<file path="src/rtl/bus_arbiter.sv">
// Two-master bus arbiter with a per-grant hold timer and one turnaround cycle between owners.
// Define ARB_ROUND_ROBIN_EN for round-robin tie-breaking; otherwise m1 has fixed priority.
module bus_arbiter #(
  parameter int unsigned TIMEOUT_CYCLES = 16
) (
  input  logic       clk,
  input  logic       reset,
  input  logic       m1_req,
  input  logic       m2_req,
  input  logic       m1_done,
  input  logic       m2_done,
  output logic       m1_grant,
  output logic       m2_grant,
  output logic [1:0] bus_owner,
  output logic       bus_busy,
  output logic       timeout_pulse,
  output logic [7:0] timeout_count
);

  localparam int unsigned CntW = $clog2(TIMEOUT_CYCLES + 1);

  typedef enum logic [1:0] {
    StIdle = 2'b00,
    StGnt1 = 2'b01,
    StGnt2 = 2'b10,
    StTurn = 2'b11
  } state_e;

  state_e            state_q, state_d, arb_win;
  logic [CntW-1:0]   hold_cnt_q, hold_cnt_d;
  logic              timeout_q, timeout_d;
  logic [7:0]        timeout_count_q, timeout_count_d;
  logic              hold_expired;

  assign hold_expired = (hold_cnt_q == CntW'(TIMEOUT_CYCLES - 1));

`ifdef ARB_ROUND_ROBIN_EN
  // 1 = m2 was the most recent owner.
  logic last_owner_q, last_owner_d;

  always_comb begin
    arb_win = StIdle;
    if (m1_req && m2_req) begin
      arb_win = last_owner_q ? StGnt1 : StGnt2;
    end else if (m1_req) begin
      arb_win = StGnt1;
    end else if (m2_req) begin
      arb_win = StGnt2;
    end
  end
`else
  always_comb begin
    arb_win = StIdle;
    if (m1_req) begin
      arb_win = StGnt1;
    end else if (m2_req) begin
      arb_win = StGnt2;
    end
  end
`endif

  always_comb begin
    state_d    = state_q;
    hold_cnt_d = '0;
    timeout_d  = 1'b0;
    unique case (state_q)
      StIdle, StTurn: state_d = arb_win;
      StGnt1: begin
        if (m1_done || !m1_req) begin
          state_d = StTurn;
        end else if (hold_expired) begin
          state_d   = StTurn;
          timeout_d = 1'b1;
        end else begin
          hold_cnt_d = hold_cnt_q + 1'b1;
        end
      end
      StGnt2: begin
        if (m2_done || !m2_req) begin
          state_d = StTurn;
        end else if (hold_expired) begin
          state_d   = StTurn;
          timeout_d = 1'b1;
        end else begin
          hold_cnt_d = hold_cnt_q + 1'b1;
        end
      end
      default: state_d = StIdle;
    endcase
  end

  always_comb begin
    timeout_count_d = timeout_count_q;
    if (timeout_d && (timeout_count_q != 8'hFF)) begin
      timeout_count_d = timeout_count_q + 8'd1;
    end
  end

`ifdef ARB_ROUND_ROBIN_EN
  always_comb begin
    last_owner_d = last_owner_q;
    if ((state_q == StIdle) || (state_q == StTurn)) begin
      if (state_d == StGnt1) begin
        last_owner_d = 1'b0;
      end else if (state_d == StGnt2) begin
        last_owner_d = 1'b1;
      end
    end
  end

  always_ff @(posedge clk or negedge reset) begin
    if (!reset) begin
      last_owner_q <= 1'b1;
    end else begin
      last_owner_q <= last_owner_d;
    end
  end
`endif

  always_ff @(posedge clk or negedge reset) begin
    if (!reset) begin
      state_q         <= StIdle;
      hold_cnt_q      <= '0;
      timeout_q       <= 1'b0;
      timeout_count_q <= 8'd0;
    end else begin
      state_q         <= state_d;
      hold_cnt_q      <= hold_cnt_d;
      timeout_q       <= timeout_d;
      timeout_count_q <= timeout_count_d;
    end
  end

  assign m1_grant      = (state_q == StGnt1);
  assign m2_grant      = (state_q == StGnt2);
  assign bus_owner     = {m2_grant, m1_grant};
  assign bus_busy      = m1_grant | m2_grant;
  assign timeout_pulse = timeout_q;
  assign timeout_count = timeout_count_q;

endmodule

</file>
<file path="config.mk">
export PLATFORM = sky130hd
export DESIGN_NAME = bus_arbiter
export DESIGN_NICKNAME = d
export VERILOG_FILES = /design/src/rtl/bus_arbiter.sv
export SDC_FILE = /design/constraint.sdc
export NUM_CORES = 1
export LEC_CHECK = 0
export ABC_CLOCK_PERIOD_IN_PS = 2300
export BUFFER_PORTS_ARGS = -buffer_cell sky130_fd_sc_hd__buf_2
export CAP_MARGIN = 5
export CORE_UTILIZATION = 54
export CTS_BUF_LIST = sky130_fd_sc_hd__clkbuf_2
export DETAILED_ROUTE_END_ITERATION = 10
export PLACE_DENSITY = 0.81
export SLEW_MARGIN = 15
export SYNTH_ARGS = -nofsm -noshare
export SYNTH_HDL_FRONTEND = slang
export SYNTH_SLANG_ARGS = --single-unit
</file>
<file path="constraint.sdc">
create_clock -name clk -period 2.3 [get_ports clk]
set_input_delay 0.115 -clock clk [delete_from_list [all_inputs] [get_ports clk]]
set_output_delay 0.115 -clock clk [all_outputs]
set_load 0.02 [all_outputs]
</file>
==> results of run 1 <==
metal layers:
layer / track usage / part of all wire / wire, um / vias up
met4: 0.1000 / 0.011 / 14 / 0
met5: 0 / 0 / 0 / -
met3: 0.03261 / 0.040 / 53 / 2
li1: - / - / - / 299
met1: 0.2371 / 0.50 / 667 / 269
met2: 0.2734 / 0.45 / 591 / 17
critical path, stage by stage, from the launching register on:
cell      delay (ps)
dfrtp_1          410
inv_1             50
ha_1             350
and4bb_2         370
o21ai_4          110
nor3_1           210
mux2_2           350
cells by family after synthesis:
kind of cell	share of synthesized area
compound gates	0.07067
simple gates	0.2135
buf+inv	0.05990
fa+ha+maj	0.06145
xor+xnor	0.07527
flops	0.4915
mux	0.02765
metrics by stage:
step	power (mW)	instance area [um2]	utilization	hold WS, ps	std cells
after global routing	0.8072	930.9	0.6895	136.2	110
after global placement	0.6266	902.1	0.6682	42.54	105
final	0.7530	930.9	0.6895	123.0	110
after CTS	0.7636	930.9	0.6895	99.61	110
after detailed placement	0.6322	902.1	0.6682	40.50	105
after floorplan	0.5728	814.5	-	-180.6	74
cells in the mapped netlist (all sizes together) (2+ instances only):
master,number,area share
buf,3,0.032
mux2,2,0.028
xor2,6,0.065
inv,6,0.028
and4bb,2,0.031
nand2,3,0.014
ha,4,0.061
nor3,4,0.025
nor4,2,0.015
nand3,5,0.031
dfrtp,16,0.49
a21oi,3,0.018
nor2,7,0.032
what timing repair did:
action / 4_1_cts / 5_1_grt
gates resized for setup: 0 / 0
hold buffers: 1 / 0
hold endpoints to repair: 16 / 0
buffers inserted: 0 / 0
endpoints found under the setup margin: 0 / 0
where the power goes:
part	internal [mW]	total, mW	switching, mW
Sequential	0.307	0.326	0.0192
Combinational	0.113	0.302	0.189
Clock	0.0378	0.125	0.0872
worst max path at each step:
stage	to	slack (ps)	cells past startpoint
finish	timeout_count[6]	360	6
CTS	timeout_count[6]	370	6
global placement	timeout_count[6]	420	6
detailed placement	timeout_count[6]	390	6
floorplan	timeout_count[6]	490	6
global route	timeout_count[7]	240	6
sequential cells by signal, indices dropped and copies added, names as in the netlist:
signal         count
timeout_count      8
hold_cnt_q         5
state_q            2
timeout_pulse      1
cell type report:
type,instances,area [um2],share of cell area
Multi-Input combinational cell,49,365.4,0.3925
Timing Repair Buffer,20,105.1,0.1129
Clock buffer,3,15.01,0.01613
Tap cell,15,18.77,0.02016
Inverter,6,22.52,0.02419
Sequential cell,16,400.4,0.4301
Clock inverter,1,3.754,0.004032
==> flow_metrics.tcl, run 1 <==
set metrics [dict create \
    layout_commonest_cell "buf_2" \
    vias 587 \
    yosys_warnings 0 \
    row_count 13 \
    slew_violations 0 \
    hold_viol 0 \
    syn-num-nets 84 \
    synth-seq-cells 16 \
    rsz0062_at_grt "false" \
    r2r_cells 6 \
    die-area_um2 1668 \
    ys_types 25 \
    worst-endpoint-arrival_ps 2120 \
    place_congestion 0.7023 \
    crit_fanout 9 \
    worst_slew_pin_slew_ps 403.6 \
    grt_pass1_wl_um 1911 \
    peakVddDrop_uv 451.8 \
    critical_path_required_ps 2480 \
    worstHoldPathCells 3 \
    route.detailed.drc 0 \
    start_kind "flip-flop" \
    start_util 0.6033 \
    cts_sinks 16 \
    ant_nets 0 \
    maxSlewHeadroom 0.7300 \
    synthArstFlopShare 1.000 \
    timing.final.crit_share 0.8415 \
    setup_viol 0 \
    grt_overflow 0 \
    pin_count 20 \
    period_minus_slack_ps 1936 \
    core_um2 1350 \
    worstHoldStart "m2_req" \
    diodes 0 \
    first_iter_violations 10 \
    io_buffer_count 19 \
    grt_pass1_vias 462 \
    wl_per_cell_um 12.06 \
    final_cell_mix "buf_2, dfrtp_1, nor2_1" \
    critPathKind "reg2reg" \
    fmax_mhz 516.6 \
    h-tree-depth 1 \
    ys_seq_area_frac 0.4916 \
    reg2reg_from "state_q[0]" \
    cts_buffers 3 \
    grt_usage 0.1794 \
    reg2reg_setup_slack_ps 360 \
    hpwl_um 981.2 \
    end_kind "flip-flop" \
    skew_ps 4.392 \
    clk_latency_ps 280 \
    clkTransAtPathRegs_ps 150 \
    avgSynthCellArea_um2 11.01 \
    nets 106 \
    first_pass_iters 4 \
    layout-drive-gt1-share 0.2947 \
    dp_slack_ps 387.2 \
    min_path_type "in2reg" \
    wirelength_um 1327 \
    clk_path_buf_depth 2 \
    ys.flop_type "dfrtp_1" \
    synth-edff-count 0 \
    fillers 112 \
    p_leak_nw 0.5014 \
    cellPowerDensity_nw_per_um2 808.9 \
    maxCapViolations 0 \
    cts_tree "done" \
    run_status "completed" \
    die_w_um 40.84 \
    die_h_um 40.84 \
    grt_max_degree 17 \
    crit_start "state_q[0]" \
    antenna_found_initial 0 \
    setup-tns-final_ps 0 \
    regToRegEndpoint "timeout_count[6]" \
    synth_area_um2 814.5 \
    synthCells 74 \
    vias_per_cell 5.336 \
    min_to "state_q[1]" \
    cts-root-buf "clkbuf_2" \
    fin_ws_ps 364.4 \
    area_growth_syn_to_layout_pct 14.29 \
]
(Power assumes the default switching activity.)
==> run 2, diff against run 1 <==
- ABC_AREA: default -> 1
- ABC_CLOCK_PERIOD_IN_PS: 2300 -> 1570
- CORE_UTILIZATION: 54 -> 50
- PLACE_DENSITY: 0.81 -> 0.77
- clock period: 2.3 -> 1.57 ns (I/O delays scaled with it)
==> run 2 against run 1 <==
Cell count increased by 44%. Sequential power up 44%. Sequential share of layout area is 5.8 points lower. Clock skew grew 8.2 ps. Routed wire length increased by 21%. Area after synthesis grew 14%. Register-to-register slack lost 190 ps. Core utilization down 6.6 points. Power is 51% higher. Non-clock buffer count is 1 higher. Critical endpoint is now bus_busy. Largest cell class is now multi-input gates. Largest power group is now combinational cells.
==> flow_metrics.tcl, run 2 <==
set metrics [dict create \
    run_status "completed" \
    cts_tree "done" \
    maxCapViolations 0 \
    grt_overflow 0 \
    final_cell_mix "nand2_1, buf_2, dfrtp_1" \
    cts-root-buf "clkbuf_2" \
    start_kind "flip-flop" \
    crit_fanout 6 \
    pin_count 20 \
    end_kind "output port" \
    synth-seq-cells 16 \
    reg2reg_from "timeout_count[0]" \
    worst_slew_pin_slew_ps 355.4 \
    clkTransAtPathRegs_ps 150 \
    seqCellArea_um2 400.4 \
    min_to "state_q[1]" \
    dpl.cell_count 153 \
    path_buf_inv 3 \
    nets 144 \
    slowest_delay_ps 380 \
    synth_common_cells "nand2_1, dfrtp_1, inv_1" \
    die-area_um2 2030 \
    yosys_warnings 0 \
    swShare 0.4206 \
    rsz0062_at_grt "false" \
    grt_pass1_vias 623 \
    die_h_um 45.06 \
    synth_area_um2 927.1 \
    worst-endpoint-arrival_ps 1400 \
    diodes 0 \
    setup-tns-final_ps 0 \
    grt_max_degree 17 \
    p_int_uw 656.7 \
    combPwrFrac 0.426 \
    cellPowerDensity_nw_per_um2 1052 \
    area_growth_syn_to_layout_pct 16.19 \
    p_leak_nw 0.6042 \
    multiInputGateArea_um2 465.4 \
    ys_types 18 \
    crit_chain "inv_1 -> ha_1 -> inv_2 -> buf_2" \
    hpwl_um 1209 \
    synthCells 110 \
    critPathKind "reg2out" \
    postPlaceCellArea_um2 1046 \
    worstHoldStart "m2_req" \
    start_util 0.5370 \
    clk_latency_ps 290 \
    peakVddDrop_uv 590.3 \
    fillers 159 \
    setup_viol 0 \
    clockPowerShare 0.159 \
    largest_register_ffs 8 \
    wirelength_um 1602 \
    synth_area_leaders "dfrtp_1, nand2_1, ha_1" \
    postLayoutCellArea_um2 1077 \
    layout_commonest_cell "nand2_1" \
    pwr-share-seq 0.415 \
    yosys.area.top_type_share 0.4318 \
    yosysMostFrequentCell "nand2_1" \
    timing.final.crit_share 0.9389 \
    die_w_um 45.06 \
    r2r_cells 8 \
    synthArstFlopShare 1.000 \
    layout-drive-gt1-share 0.2406 \
    power_mw 1.133 \
    synth.largest_area_cell "dfrtp_1" \
    reg2reg_setup_slack_ps 170 \
    clk_path_buf_depth 2 \
    cts_sinks 16 \
    hold_viol 0 \
    ys_seq_area_frac 0.4318 \
    h-tree-depth 1 \
    vias_per_cell 4.595 \
    route.detailed.drc 0 \
    avgSynthCellArea_um2 8.429 \
    wl_per_cell_um 10.14 \
    cts_buffers 3 \
    min_path_type "in2reg" \
    fmax_mhz 678.4 \
    grt_pass1_wl_um 2718 \
    row_count 15 \
    slew_violations 0 \
    worstHoldPathCells 3 \
    critical_path_required_ps 1490 \
    vias 726 \
    place_congestion 0.7097 \
    io_buffer_count 19 \
    crit_family "buffers and inverters" \
    syn-num-nets 120 \
    core_um2 1727 \
    synth-edff-count 0 \
    fin_cells 158 \
    power.switching_uw 476.7 \
    crit_slowest_cell "dfrtp_1" \
    post_cts_buffers 0 \
    first_iter_violations 2 \
    ant_nets 0 \
    period_minus_slack_ps 1474 \
    regToRegEndpoint "timeout_count[2]" \
    skew_ps 12.56 \
    antenna_found_initial 0 \
    first_pass_iters 3 \
    grt_usage 0.1912 \
    maxSlewHeadroom 0.7631 \
    ys.flop_type "dfrtp_1" \
    whs_ps 24.26 \
]
run 2: cell count changes after synthesis, sizes merged, moves of 3 or more:
cell | previous run | this run
inv | 6 | 13
nand2 | 3 | 42
nand3 | 5 | 8
nor2 | 7 | 11
run 2: metrics by stage:
| stage | setup slack [ps] | util |
|---|---|---|
| 3_5_place_dp | 131.5 | 0.6058 |
| 3_3_place_gp | 196.1 | 0.6058 |
| 5_1_grt | 14.34 | 0.6239 |
| 6_report | 96.00 | 0.6239 |
| 2_1_floorplan | 131.3 | - |
| 4_1_cts | 60.34 | 0.6225 |
run 2: worst min-delay path, stage by stage:
cell and delay (ps):
buf_2 100, nand2_1 50, nand2_1 60
run 2: cells by family after synthesis:
family          Yosys count  synth area share
compound gates            2           0.01079
xor+xnor                  7           0.06613
fa+ha+maj                 4           0.05398
buf+inv                  15           0.06882
flops                    16            0.4318
simple gates             66            0.3684
run 2: cell type report:
cell class / count / area share
Clock inverter: 1 / 0.003484
Inverter: 13 / 0.04530
Timing Repair Buffer: 21 / 0.1045
Multi-Input combinational cell: 79 / 0.4321
Sequential cell: 16 / 0.3717
Clock buffer: 3 / 0.01394
Tap cell: 25 / 0.02904
run 2: power groups by stage:
stage / Combinational [mW] / Sequential, mW / Clock (mW)
final: 0.483 / 0.470 / 0.181
after global routing: 0.544 / 0.474 / 0.203
after CTS: 0.485 / 0.471 / 0.199
after detailed placement: 0.473 / 0.480 / 0
after global placement: 0.462 / 0.476 / 0
after floorplan: 0.365 / 0.471 / 0
run 2: metal layers:
metal / up-vias / global-route usage / routed length (um)
li1: 385 / - / -
met1: 318 / 0.2551 / 743
met2: 18 / 0.2899 / 754
met3: 5 / 0.02400 / 62
met4: 0 / 0.1273 / 42
met5: - / 0 / 0
run 2: how the worst max path moves through the flow:
stage                     startpoint                to  slack (ps)  cells past startpoint
CTS                       state_q[0]          bus_busy          60                      4
floorplan                 state_q[0]  timeout_count[4]         130                      8
global route        timeout_count[0]  timeout_count[4]          10                      7
detailed placement        state_q[0]     hold_cnt_q[3]         130                      6
global placement          state_q[0]     hold_cnt_q[3]         200                      5
finish                    state_q[0]          bus_busy         100                      4
run 2: what timing repair did:
action	in CTS	in global routing
endpoints found under the setup margin	1	7
hold buffers	1	0
endpoints found under the hold margin	16	0
gates resized for setup	1	1
pin swaps	0	0
==> run 3, diff against run 2 <==
- ABC_AREA: 1 -> 0
- CORE_UTILIZATION: 50 -> 48
- PLACE_DENSITY: 0.77 -> 0.76
==> run 3 against run 2 <==
The run now ends with negative setup slack left. Non-clock buffer count up 19. Via count grew 1.4%. Fmax shrank 14%. Hold slack improved by 64 ps. Cell count shrank 17%. Register-to-register slack got worse by 310 ps. Core utilization rose by 15 points. Sequential power up 2%. Global-route usage rose by 4.7 points. Critical path type is now reg2reg. Critical endpoint is now timeout_count[7].
==> flow_metrics.tcl, run 3 (synthesized netlist as in run 1, its figures left out) <==
set metrics [dict create \
    route.detailed.drc 0 \
    p_int_uw 838.8 \
    pwr-share-seq 0.350 \
    dpl.cell_count 119 \
    worstHoldStart "m1_req" \
    critPathKind "reg2reg" \
    core_um2 1541 \
    start_util 0.5284 \
    fin_ws_ps -142.7 \
    peakVddDrop_uv 924.4 \
    grt_pass1_wl_um 3208 \
    area_growth_syn_to_layout_pct 46.54 \
    nets 127 \
    die_h_um 43.20 \
    place_congestion 0.8150 \
    crit_family "flip-flops" \
    reg2reg_from "state_q[1]" \
    fin_cells 131 \
    slew_violations 0 \
    slowest_delay_ps 450 \
    start_kind "flip-flop" \
    power.switching_uw 529.9 \
    regToRegEndpoint "timeout_count[7]" \
    r2r_cells 6 \
    fmax_mhz 583.9 \
    skew_ps 3.953 \
    clockPowerShare 0.128 \
    grt_overflow 0 \
    first_iter_violations 8 \
    cts_buffers 3 \
    antenna_found_initial 0 \
    wirelength_um 2001 \
    cellPowerDensity_nw_per_um2 1147 \
    rsz0062_at_grt "true" \
    power_mw 1.369 \
    wl_per_cell_um 15.27 \
    pin_count 20 \
    die-area_um2 1866 \
    maxCapViolations 0 \
    die_w_um 43.20 \
    swShare 0.3871 \
    h-tree-depth 1 \
    worstHoldPathCells 3 \
    min_to "state_q[0]" \
    cts_sinks 16 \
    hpwl_um 1229 \
    cts_tree "done" \
    timing.final.crit_share 1.091 \
    period_minus_slack_ps 1713 \
    io_buffer_count 19 \
    maxSlewHeadroom 0.7657 \
    grt_max_degree 17 \
    first_pass_iters 4 \
    grt_usage 0.2385 \
    crit_slowest_cell "dfrtp_1" \
    diodes 0 \
    crit_chain "ha_4 -> and4bb_2 -> o21ai_4 -> buf_4 -> nor4_2 -> xor2_1" \
    worst-endpoint-arrival_ps 1900 \
    layout-drive-gt1-share 0.5565 \
    dp_slack_ps -180.1 \
    reg2reg_setup_slack_ps -140 \
    cts-root-buf "clkbuf_2" \
    combPwrFrac 0.521 \
    path_buf_inv 1 \
    vias_per_cell 5.618 \
    crit_fanout 5 \
    worst_slew_pin_slew_ps 351.5 \
    clk_latency_ps 290 \
    vias 736 \
    clk_path_buf_depth 2 \
    grt_pass1_vias 730 \
    end_kind "flip-flop" \
    largest_register_ffs 8 \
    critical_path_required_ps 1760 \
    ant_nets 0 \
    hold_viol 0 \
    row_count 14 \
    run_status "finished, violations left" \
    p_leak_nw 0.6128 \
    final_cell_mix "buf_2, buf_4, dfrtp_1" \
    setup_viol 10 \
    clkTransAtPathRegs_ps 140 \
    min_path_type "in2reg" \
    failed_checks "negative setup slack" \
]
run 3: how the worst max path moves through the flow:
stage	from	end	slack, ps	cells after the start
2_1_floorplan	state_q[0]	timeout_count[1]	-120	6
4_1_cts	state_q[0]	timeout_count[1]	-140	6
3_5_place_dp	state_q[1]	timeout_count[5]	-180	5
3_3_place_gp	state_q[1]	timeout_count[1]	-120	5
5_1_grt	state_q[0]	timeout_count[1]	-190	6
6_report	state_q[1]	timeout_count[7]	-140	6
run 3: power by group through the flow:
stage	sequential [mW]	clock, mW	combinational [mW]
floorplan	0.494	0	0.453
global placement	0.487	0	0.621
detailed placement	0.489	0	0.640
CTS	0.480	0.173	0.666
global route	0.483	0.192	0.789
finish	0.480	0.176	0.713
run 3: metal layers:
metal	vias up	share of wire	GRT usage
met5	-	0	0
met4	0	0.056	0.1515
met3	13	0.041	0.04255
met2	27	0.49	0.3881
met1	354	0.41	0.2865
li1	342	-	-
run 3: worst register-to-register path: stages (launching register included):
cell      delay (ps)
dfrtp_1          450
ha_4             290
and4bb_2         250
o21ai_4          270
buf_4            170
nor4_2            30
xor2_1           140
run 3: repair_timing:
action | CTS | global route
gates cloned | 1 | 0
resized for setup | 6 | 4
hold buffers | 1 | 0
hold endpoints to repair | 16 | 0
setup buffers | 5 | 2
pin swaps | 11 | 6
endpoints found under the setup margin | 9 | 15
run 3: final cells by class:
class	instances	area, um2
Fill cell	109	347.8
Multi-Input combinational cell	50	467.9
Sequential cell	16	400.4
Clock buffer	3	15.01
Inverter	6	22.52
Timing Repair Buffer	40	267.8
Tap cell	16	20.02
run 3: through the flow:
| stage | util | setup TNS (ps) | instance area (um2) | hold slack (ps) |
|---|---|---|---|---|
| 2_1_floorplan | - | -586.1 | 854.6 | -217.1 |
| 3_3_place_gp | 0.6753 | -600.3 | 1041 | 4.261 |
| 3_5_place_dp | 0.6753 | -905.7 | 1041 | 12.62 |
| 4_1_cts | 0.7500 | -952.5 | 1156 | 75.48 |
| 5_1_grt | 0.7744 | -1689 | 1194 | 94.52 |
| 6_report | 0.7744 | -954.8 | 1194 | 88.75 |
